**src/rtl/gvp_store_packer.sv**
```systemverilog
// gvp store packer: snapshots gvp vector/source data on store triggers and streams framed words over AXI-stream.
// Optional build macro GVP_PACK_TIMESTAMP_EN adds a 64-bit timestamp after every frame marker.
module gvp_store_packer #(
  parameter int NUM_SRC    = 8,
  parameter int FIFO_DEPTH = 64
) (
  input  logic                          a_clk,
  input  logic                          reset,
  input  logic [1:0]                    store_data,
  input  logic                          gvp_finished,
  input  logic [31:0]                   section,
  input  logic [31:0]                   x,
  input  logic [31:0]                   y,
  input  logic [31:0]                   z,
  input  logic [31:0]                   u,
  input  logic [NUM_SRC-1:0]            src_mask,
  input  logic [32*NUM_SRC-1:0]         srcs,
  output logic [31:0]                   M_AXIS_tdata,
  output logic                          M_AXIS_tvalid,
  input  logic                          M_AXIS_tready,
  output logic                          M_AXIS_tlast,
  output logic [$clog2(FIFO_DEPTH):0]   fill_level,
  output logic                          busy,
  output logic                          overflow,
  output logic [15:0]                   drop_count
);

  localparam int AW = $clog2(FIFO_DEPTH);
  localparam int FW = AW + 1;
`ifdef GVP_PACK_TIMESTAMP_EN
  localparam int          TSW     = 2;
  localparam logic [15:0] MK_FULL = 16'h4857;
  localparam logic [15:0] MK_SRC  = 16'h4454;
  localparam logic [15:0] MK_END  = 16'h454F;
`else
  localparam int          TSW     = 0;
  localparam logic [15:0] MK_FULL = 16'h4856;
  localparam logic [15:0] MK_SRC  = 16'h4453;
  localparam logic [15:0] MK_END  = 16'h454E;
`endif

  localparam logic [0:0] S_IDLE = 1'b0;
  localparam logic [0:0] S_EMIT = 1'b1;

  localparam logic [1:0] K_SRC  = 2'd1;
  localparam logic [1:0] K_FULL = 2'd2;
  localparam logic [1:0] K_END  = 2'd3;

  logic [0:0]             r_state;
  logic [1:0]             r_sd_prev;
  logic                   r_fin_prev;
  logic                   r_end_pend;
  logic [1:0]             r_kind;
  logic [3:0]             r_idx;
  logic [NUM_SRC-1:0]     r_mask;
  logic [NUM_SRC-1:0]     r_rem;
  logic [31:0]            r_section, r_x, r_y, r_z, r_u;
  logic [32*NUM_SRC-1:0]  r_srcs;
  logic                   r_overflow;
  logic [15:0]            r_drop;
`ifdef GVP_PACK_TIMESTAMP_EN
  logic [63:0]            r_ts, r_ts_snap, r_end_ts;
`endif

  logic [32:0]            r_mem [FIFO_DEPTH];
  logic [AW-1:0]          r_wptr, r_rptr;
  logic [FW-1:0]          r_count;
  logic [31:0]            r_tdata;
  logic                   r_tvalid, r_tlast;

  logic                   w_trig, w_fin_rise, w_end_req;
  logic [5:0]             w_need_store;
  logic [FW-1:0]          w_free;
  logic                   w_store_ok, w_end_ok, w_end_ok_emit;
  logic                   w_ld_store, w_ld_end, w_to_idle, w_pend_set, w_pend_clr, w_drop;
  logic [NUM_SRC-1:0]     w_onehot, w_rem_next;
  logic [31:0]            w_src, w_word;
  logic [15:0]            w_mask16, w_mk_hi;
  logic [3:0]             w_fixlen, w_hidx;
  logic                   w_in_fixed, w_last;
  logic                   w_push, w_pop, w_load;

  assign w_trig     = (r_sd_prev == 2'b00) && (store_data != 2'b00);
  assign w_fin_rise = gvp_finished & ~r_fin_prev;
  assign w_end_req  = r_end_pend | w_fin_rise;

  always_comb begin
    w_need_store = 6'd1 + 6'(TSW);
    if (store_data == 2'd2) w_need_store = w_need_store + 6'd5;
    for (int unsigned i = 0; i < NUM_SRC; i++) w_need_store = w_need_store + 6'(src_mask[i]);
  end

  assign w_free        = FW'(FIFO_DEPTH) - r_count;
  assign w_store_ok    = w_free >= FW'(w_need_store);
  assign w_end_ok      = w_free >= FW'(1 + TSW);
  // At the tlast edge one more word lands in the FIFO, so the end frame needs one extra slot.
  assign w_end_ok_emit = w_free > FW'(1 + TSW);

  always_comb begin
    w_ld_store = 1'b0;
    w_ld_end   = 1'b0;
    w_to_idle  = 1'b0;
    w_pend_set = 1'b0;
    w_pend_clr = 1'b0;
    w_drop     = 1'b0;
    if (r_state == S_IDLE) begin
      if (w_trig && w_store_ok) begin
        w_ld_store = 1'b1;
        w_pend_set = w_fin_rise;
      end else begin
        w_drop = w_trig;
        if (w_end_req && w_end_ok) begin
          w_ld_end   = 1'b1;
          w_pend_clr = 1'b1;
        end else begin
          w_pend_set = w_fin_rise;
        end
      end
    end else begin
      w_drop = w_trig;
      if (w_last && w_end_req && w_end_ok_emit) begin
        w_ld_end   = 1'b1;
        w_pend_clr = 1'b1;
      end else begin
        w_to_idle  = w_last;
        w_pend_set = w_fin_rise;
      end
    end
  end

  always_comb begin
    w_mask16 = '0;
    w_mask16[NUM_SRC-1:0] = r_mask;
    case (r_kind)
      K_FULL:  w_mk_hi = MK_FULL;
      K_END:   w_mk_hi = MK_END;
      default: w_mk_hi = MK_SRC;
    endcase
  end

  // Sources are walked by repeatedly isolating and clearing the lowest set bit of the remaining mask.
  always_comb begin
    w_onehot   = r_rem & ~(r_rem - NUM_SRC'(1));
    w_rem_next = r_rem & (r_rem - NUM_SRC'(1));
    w_src      = '0;
    for (int unsigned i = 0; i < NUM_SRC; i++)
      if (w_onehot[i]) w_src = r_srcs[32*i +: 32];
    w_fixlen   = ((r_kind == K_FULL) ? 4'd6 : 4'd1) + 4'(TSW);
    w_hidx     = r_idx - 4'(1 + TSW);
    w_in_fixed = r_idx < w_fixlen;
    w_word     = w_src;
    if (w_in_fixed) begin
      if (r_idx == 4'd0) w_word = {w_mk_hi, w_mask16};
`ifdef GVP_PACK_TIMESTAMP_EN
      else if (r_idx == 4'd1) w_word = r_ts_snap[31:0];
      else if (r_idx == 4'd2) w_word = r_ts_snap[63:32];
`endif
      else begin
        case (w_hidx)
          4'd0:    w_word = r_section;
          4'd1:    w_word = r_x;
          4'd2:    w_word = r_y;
          4'd3:    w_word = r_z;
          default: w_word = r_u;
        endcase
      end
      w_last = (r_idx == w_fixlen - 4'd1) && (r_rem == '0);
    end else begin
      w_last = (w_rem_next == '0);
    end
  end

  always_ff @(posedge a_clk or posedge reset) begin
    if (reset) begin
      r_state    <= S_IDLE;
      r_sd_prev  <= 2'b00;
      r_fin_prev <= 1'b0;
      r_end_pend <= 1'b0;
      r_kind     <= K_SRC;
      r_idx      <= '0;
      r_mask     <= '0;
      r_rem      <= '0;
      r_section  <= '0;
      r_x        <= '0;
      r_y        <= '0;
      r_z        <= '0;
      r_u        <= '0;
      r_srcs     <= '0;
      r_overflow <= 1'b0;
      r_drop     <= '0;
    end else begin
      r_sd_prev  <= store_data;
      r_fin_prev <= gvp_finished;
      if (w_pend_clr)      r_end_pend <= 1'b0;
      else if (w_pend_set) r_end_pend <= 1'b1;
      if (w_drop) begin
        r_overflow <= 1'b1;
        if (r_drop != 16'hFFFF) r_drop <= r_drop + 16'd1;
      end
      if (r_state == S_EMIT) begin
        if (w_in_fixed) r_idx <= r_idx + 4'd1;
        else            r_rem <= w_rem_next;
      end
      if (w_ld_store) begin
        r_state   <= S_EMIT;
        r_kind    <= (store_data == 2'd2) ? K_FULL : K_SRC;
        r_idx     <= '0;
        r_mask    <= src_mask;
        r_rem     <= src_mask;
        r_section <= section;
        r_x       <= x;
        r_y       <= y;
        r_z       <= z;
        r_u       <= u;
        r_srcs    <= srcs;
      end else if (w_ld_end) begin
        r_state <= S_EMIT;
        r_kind  <= K_END;
        r_idx   <= '0;
        r_mask  <= '0;
        r_rem   <= '0;
      end else if (w_to_idle) begin
        r_state <= S_IDLE;
      end
    end
  end

`ifdef GVP_PACK_TIMESTAMP_EN
  always_ff @(posedge a_clk or posedge reset) begin
    if (reset) begin
      r_ts      <= '0;
      r_ts_snap <= '0;
      r_end_ts  <= '0;
    end else begin
      r_ts <= r_ts + 64'd1;
      if (w_fin_rise && !r_end_pend) r_end_ts <= r_ts;
      if (w_ld_store)    r_ts_snap <= r_ts;
      else if (w_ld_end) r_ts_snap <= w_fin_rise ? r_ts : r_end_ts;
    end
  end
`endif

  assign w_push = (r_state == S_EMIT);
  assign w_pop  = r_tvalid & M_AXIS_tready;
  assign w_load = (r_wptr != r_rptr) && (!r_tvalid || M_AXIS_tready);

  always_ff @(posedge a_clk) begin
    if (w_push) r_mem[r_wptr] <= {w_last, w_word};
  end

  // Occupancy counts the output register too, so admission sees the true total capacity.
  always_ff @(posedge a_clk or posedge reset) begin
    if (reset) begin
      r_wptr   <= '0;
      r_rptr   <= '0;
      r_count  <= '0;
      r_tdata  <= '0;
      r_tvalid <= 1'b0;
      r_tlast  <= 1'b0;
    end else begin
      if (w_push) r_wptr <= r_wptr + AW'(1);
      r_count <= r_count + FW'(w_push) - FW'(w_pop);
      if (w_load) begin
        r_rptr   <= r_rptr + AW'(1);
        r_tdata  <= r_mem[r_rptr][31:0];
        r_tlast  <= r_mem[r_rptr][32];
        r_tvalid <= 1'b1;
      end else if (w_pop) begin
        r_tvalid <= 1'b0;
        r_tlast  <= 1'b0;
      end
    end
  end

  assign M_AXIS_tdata  = r_tdata;
  assign M_AXIS_tvalid = r_tvalid;
  assign M_AXIS_tlast  = r_tlast;
  assign fill_level    = r_count;
  assign busy          = (r_state == S_EMIT);
  assign overflow      = r_overflow;
  assign drop_count    = r_drop;

endmodule

```
**config.mk**
```make
export PLATFORM = sky130hd
export DESIGN_NAME = gvp_store_packer
export DESIGN_NICKNAME = d
export VERILOG_FILES = /design/src/rtl/gvp_store_packer.sv
export SDC_FILE = /design/constraint.sdc
export NUM_CORES = 2
export LEC_CHECK = 0
export CORE_UTILIZATION = 39
export DETAILED_ROUTE_END_ITERATION = 8
export HOLD_SLACK_MARGIN = 0.05
export PLACE_DENSITY = 0.66
export SLEW_MARGIN = 20
export SYNTH_ARGS = -nofsm -noshare
export SYNTH_HDL_FRONTEND = slang
export SYNTH_SLANG_ARGS = --single-unit
```
**constraint.sdc**
```tcl
create_clock -name a_clk -period 21.1 [get_ports a_clk]
set_input_delay 5.275 -clock a_clk [delete_from_list [all_inputs] [get_ports a_clk]]
set_output_delay 5.275 -clock a_clk [all_outputs]
set_load 0.02 [all_outputs]
```
==> impl_results.md <==
- Crit path time final: 11.78 ns
- Cell count after placement: 9611
- Leak Pwr: 42.8 nW
- Number of global-route vias before repair: between 50000 and 60000
- Total Power: 21.3 mW
- Postcts setup bufs: 0
- Switching pwr: 7.44 mW
- CP Capture Type: flip-flop
- Comb pwr share: 35.0%
- M3 GR Usage: around 4.6%
- DRT Pass-1 Iters: 6
- Min-Delay Path Class: reg -> reg
- Clk sinks: 2625
- #FFs+latches synth: 2625
- Die Span Y: roughly 520 um
- Asr flop ratio synth: 19.5%
- Clock Skew: 0.0615 ns
- Synth Flop Type: edfxtp_1
- Switching Share: between 30% and 40%
- Routed Antenna Nets: 0
- Syn Area/Cell: about 18 um^2
- Slew Limit Fails: 0
- Critical Path AT: roughly 13 ns
- Row count: 188
- Via count: 57300
- Actual slew at the worst max-slew pin: 1.25 ns
- Routed WL per cell: 27.9 um
- Seq/Total Area, Yosys: 73.7%
- Cell Int Power: 13.8 mW
- GRT Total Usage: 21.0%
- Power Density: 173 mW/mm^2
- Crit path max fanout: roughly 210
- Total CTS buffers: 282
- Layout cells sized above 1: a little over a fifth
- Core ar.: around 0.26 mm^2
- Setup_tns: 0 ns
- Hpwl dp: 159000 um
- Met2 Use GR: 33.6%
- Unique masters post-synth: 63
- Hold slack final: 0.470 ns
- Clock-pin slew reported for the worst setup and hold paths after clock tree synthesis: 0.06 ns
- Final period util: 55.8%
- Final setup viols: 0
- Area Overhead vs Synth: 18.5%
- Largest net degree at the start of global routing: 253
- Post-synth EDFFs: between 2000 and 2500
- Fill cells: approximately 22000
- GR peak layer: met2
- Max Clock Freq: approximately 0.085 GHz
- I/O pin count: slightly below 500
- Residual DRC: 0
- Initial DRC count: 6636
- Area of the die: between 0.2 and 0.3 mm^2
- NumNets Final: 6853
- Critical Path RT: 21.93 ns
- Most common cell after layout, fill and taps aside: edfxtp_1
- Startpoint types: primary input
- YS warnings: 0
- Clk root buf: clkbuf_16
- CTS tree: built
- H-tree depth: 5
- VDD IR max: 410 uV
- PortBufs: 488
- Slew headroom: 15.8%
- Antenna violations before repair: 25
- Routed WL: 282000 um
- GRT met1 Usage: 28.8%
- # resized after CTS: 0
- Gpl congestion: about 0.86
- Commonest non-fill, non-tap cells in the layout: edfxtp_1, nand2_1, mux4_2, dfrtp_1, clkdlybuf4s50_1
- Clock buffer depth: 4
- Finished Layout Cells: 10100
- Die X: roughly 520 um
- Syn_nets: 6275
- Post-Syn Instances: 5805
- Drt via density: 5.67
- First-pass GRT wire length: 405000 um
- Unrepaired setup endpoints after global routing: no
- Setup CP Type: in -> reg
- Post-Syn Area: 0.104 mm^2
- Hold-fix buffers at CTS: 0
- Gr ovfl total: 0
- Max-capacitance violation count: 0
- Reg power frac: 42.2%
- Clk Latency, worst-skew pair: 0.92 ns
- Status: completed
- Clock Power Share: between 20 and 25%
- Initial Util: roughly two fifths
- Hold Violations, Final: 0
-- critical path: stages --
cell and delay [ns]:
clkdlybuf4s50_1 0.47, fa_1 0.71, inv_1 0.14, fa_1 0.53, fa_1 0.44, fa_1 0.43, fa_1 0.48, xor2_1 0.16
ha_1 0.21, a2111oi_0 0.32, or3_1 0.19, and3_1 0.29, or3_4 0.57, buf_12 0.33, buf_4 0.89, buf_12 0.70
nand2_1 0.14, nand2_1 0.10
-- final timing paths --
check / from / endpoint / slack [ns] / cells after the start
max: src_mask[0] / r_srcs[79] / 9.32 / 18
min: r_srcs[249] / r_srcs[249] / 0.47 / 2
max reg2reg: r_rptr[0] / M_AXIS_tdata[19] / 14.79 / 9
min reg2reg: r_srcs[249] / r_srcs[249] / 0.47 / 2
max in group asynchronous: reset / r_srcs[177] / 13.87 / 4
min in group asynchronous: reset / drop_count[6] / 4.87 / 2
-- cells by family after synthesis --
| family | count (synthesis) | share of synthesized area [%] |
|---|---|---|
| flops | 2625 | 73.7 |
| simple gates | 1610 | 6.18 |
| mux | 727 | 15.0 |
| buf+inv | 386 | 1.53 |
| compound gates | 372 | 2.67 |
| xor+xnor | 44 | 0.372 |
| fa+ha+maj | 41 | 0.537 |
-- state kept, by name, indices dropped and copies added (netlist names), 2 cells and up --
signal and cells:
r_sd_prev 2, r_u 32, r_srcs 256, r_z 32
r_x 32, fill_level 7, M_AXIS_tdata 32, r_y 32
r_rptr 6, r_kind 2, r_section 32, r_rem 8
r_wptr 6, r_mask 8, r_mem 2112, drop_count 16
r_idx 4
-- power groups by stage --
stage | Clock, mW | Combinational, mW | Sequential (mW)
after global routing | 5.11 | 7.98 | 9.03
after CTS | 4.93 | 7.48 | 8.96
after detailed placement | 0 | 7.47 | 9.06
after floorplan | 0 | 4.36 | 9.07
after global placement | 0 | 7.22 | 9.02
final | 4.86 | 7.44 | 8.97
-- per-layer routing --
layer,vias up,share of wire [%]
li1,23700,-
met1,30200,40
met2,2826,48
met3,511,9.0
met4,20,3.1
met5,-,0.048
-- Yosys cell counts (3+ instances only) --
library cell	n	area share, %
edfxtp_1	2112	61
nand2_1	1329	4.8
mux4_2	660	14
dfrtp_1	512	12
clkbuf_1	233	0.84
nor2_1	113	0.41
a22oi_1	95	0.69
buf_2	86	0.42
nor3_1	55	0.27
o21ai_0	55	0.27
nand3_1	43	0.21
a21oi_1	40	0.19
a221o_1	40	0.39
inv_1	36	0.13
ha_1	34	0.41
mux2_2	34	0.37
mux2i_1	33	0.32
xnor2_1	29	0.25
buf_1	28	0.10
o22ai_1	27	0.16
a221oi_1	26	0.22
a222oi_1	21	0.20
a31oi_1	15	0.091
xor2_1	15	0.13
nand4_1	14	0.085
and2_1	10	0.060
nor2b_1	9	0.054
o2111ai_1	9	0.076
a22o_1	8	0.068
and3_1	8	0.048
a32o_1	6	0.058
fa_1	6	0.12
nand2b_1	6	0.036
o211ai_1	6	0.044
nand3b_1	5	0.036
or3_1	5	0.030
o21a_1	4	0.029
a311oi_1	3	0.025
a41oi_1	3	0.025
buf_6	3	0.033
nor4_1	3	0.018
-- layout make-up --
| class | instances | area (um^2) | share of cell area [%] |
|---|---|---|---|
| Antenna cell | 9 | 22.5 | 0.0184 |
| Clock buffer | 369 | 7860 | 6.41 |
| Clock inverter | 112 | 1140 | 0.932 |
| Inverter | 36 | 143 | 0.116 |
| Multi-Input combinational cell | 2794 | 26600 | 21.7 |
| Sequential cell | 2625 | 76300 | 62.2 |
| Tap cell | 3515 | 4400 | 3.58 |
| Timing Repair Buffer | 644 | 6210 | 5.06 |
-- through the flow --
| step | area [um^2] | util (%) | worst slack (ns) |
|---|---|---|---|
| 2_1_floorplan | 104000 | - | 1.50 |
| 3_3_place_gp | 114000 | 43.1 | 8.57 |
| 3_5_place_dp | 114000 | 43.1 | 8.42 |
| 4_1_cts | 123000 | 46.6 | 9.38 |
| 5_1_grt | 123000 | 46.6 | 8.95 |
| 6_report | 123000 | 46.6 | 9.32 |
Power figures use the tool's default switching activity.
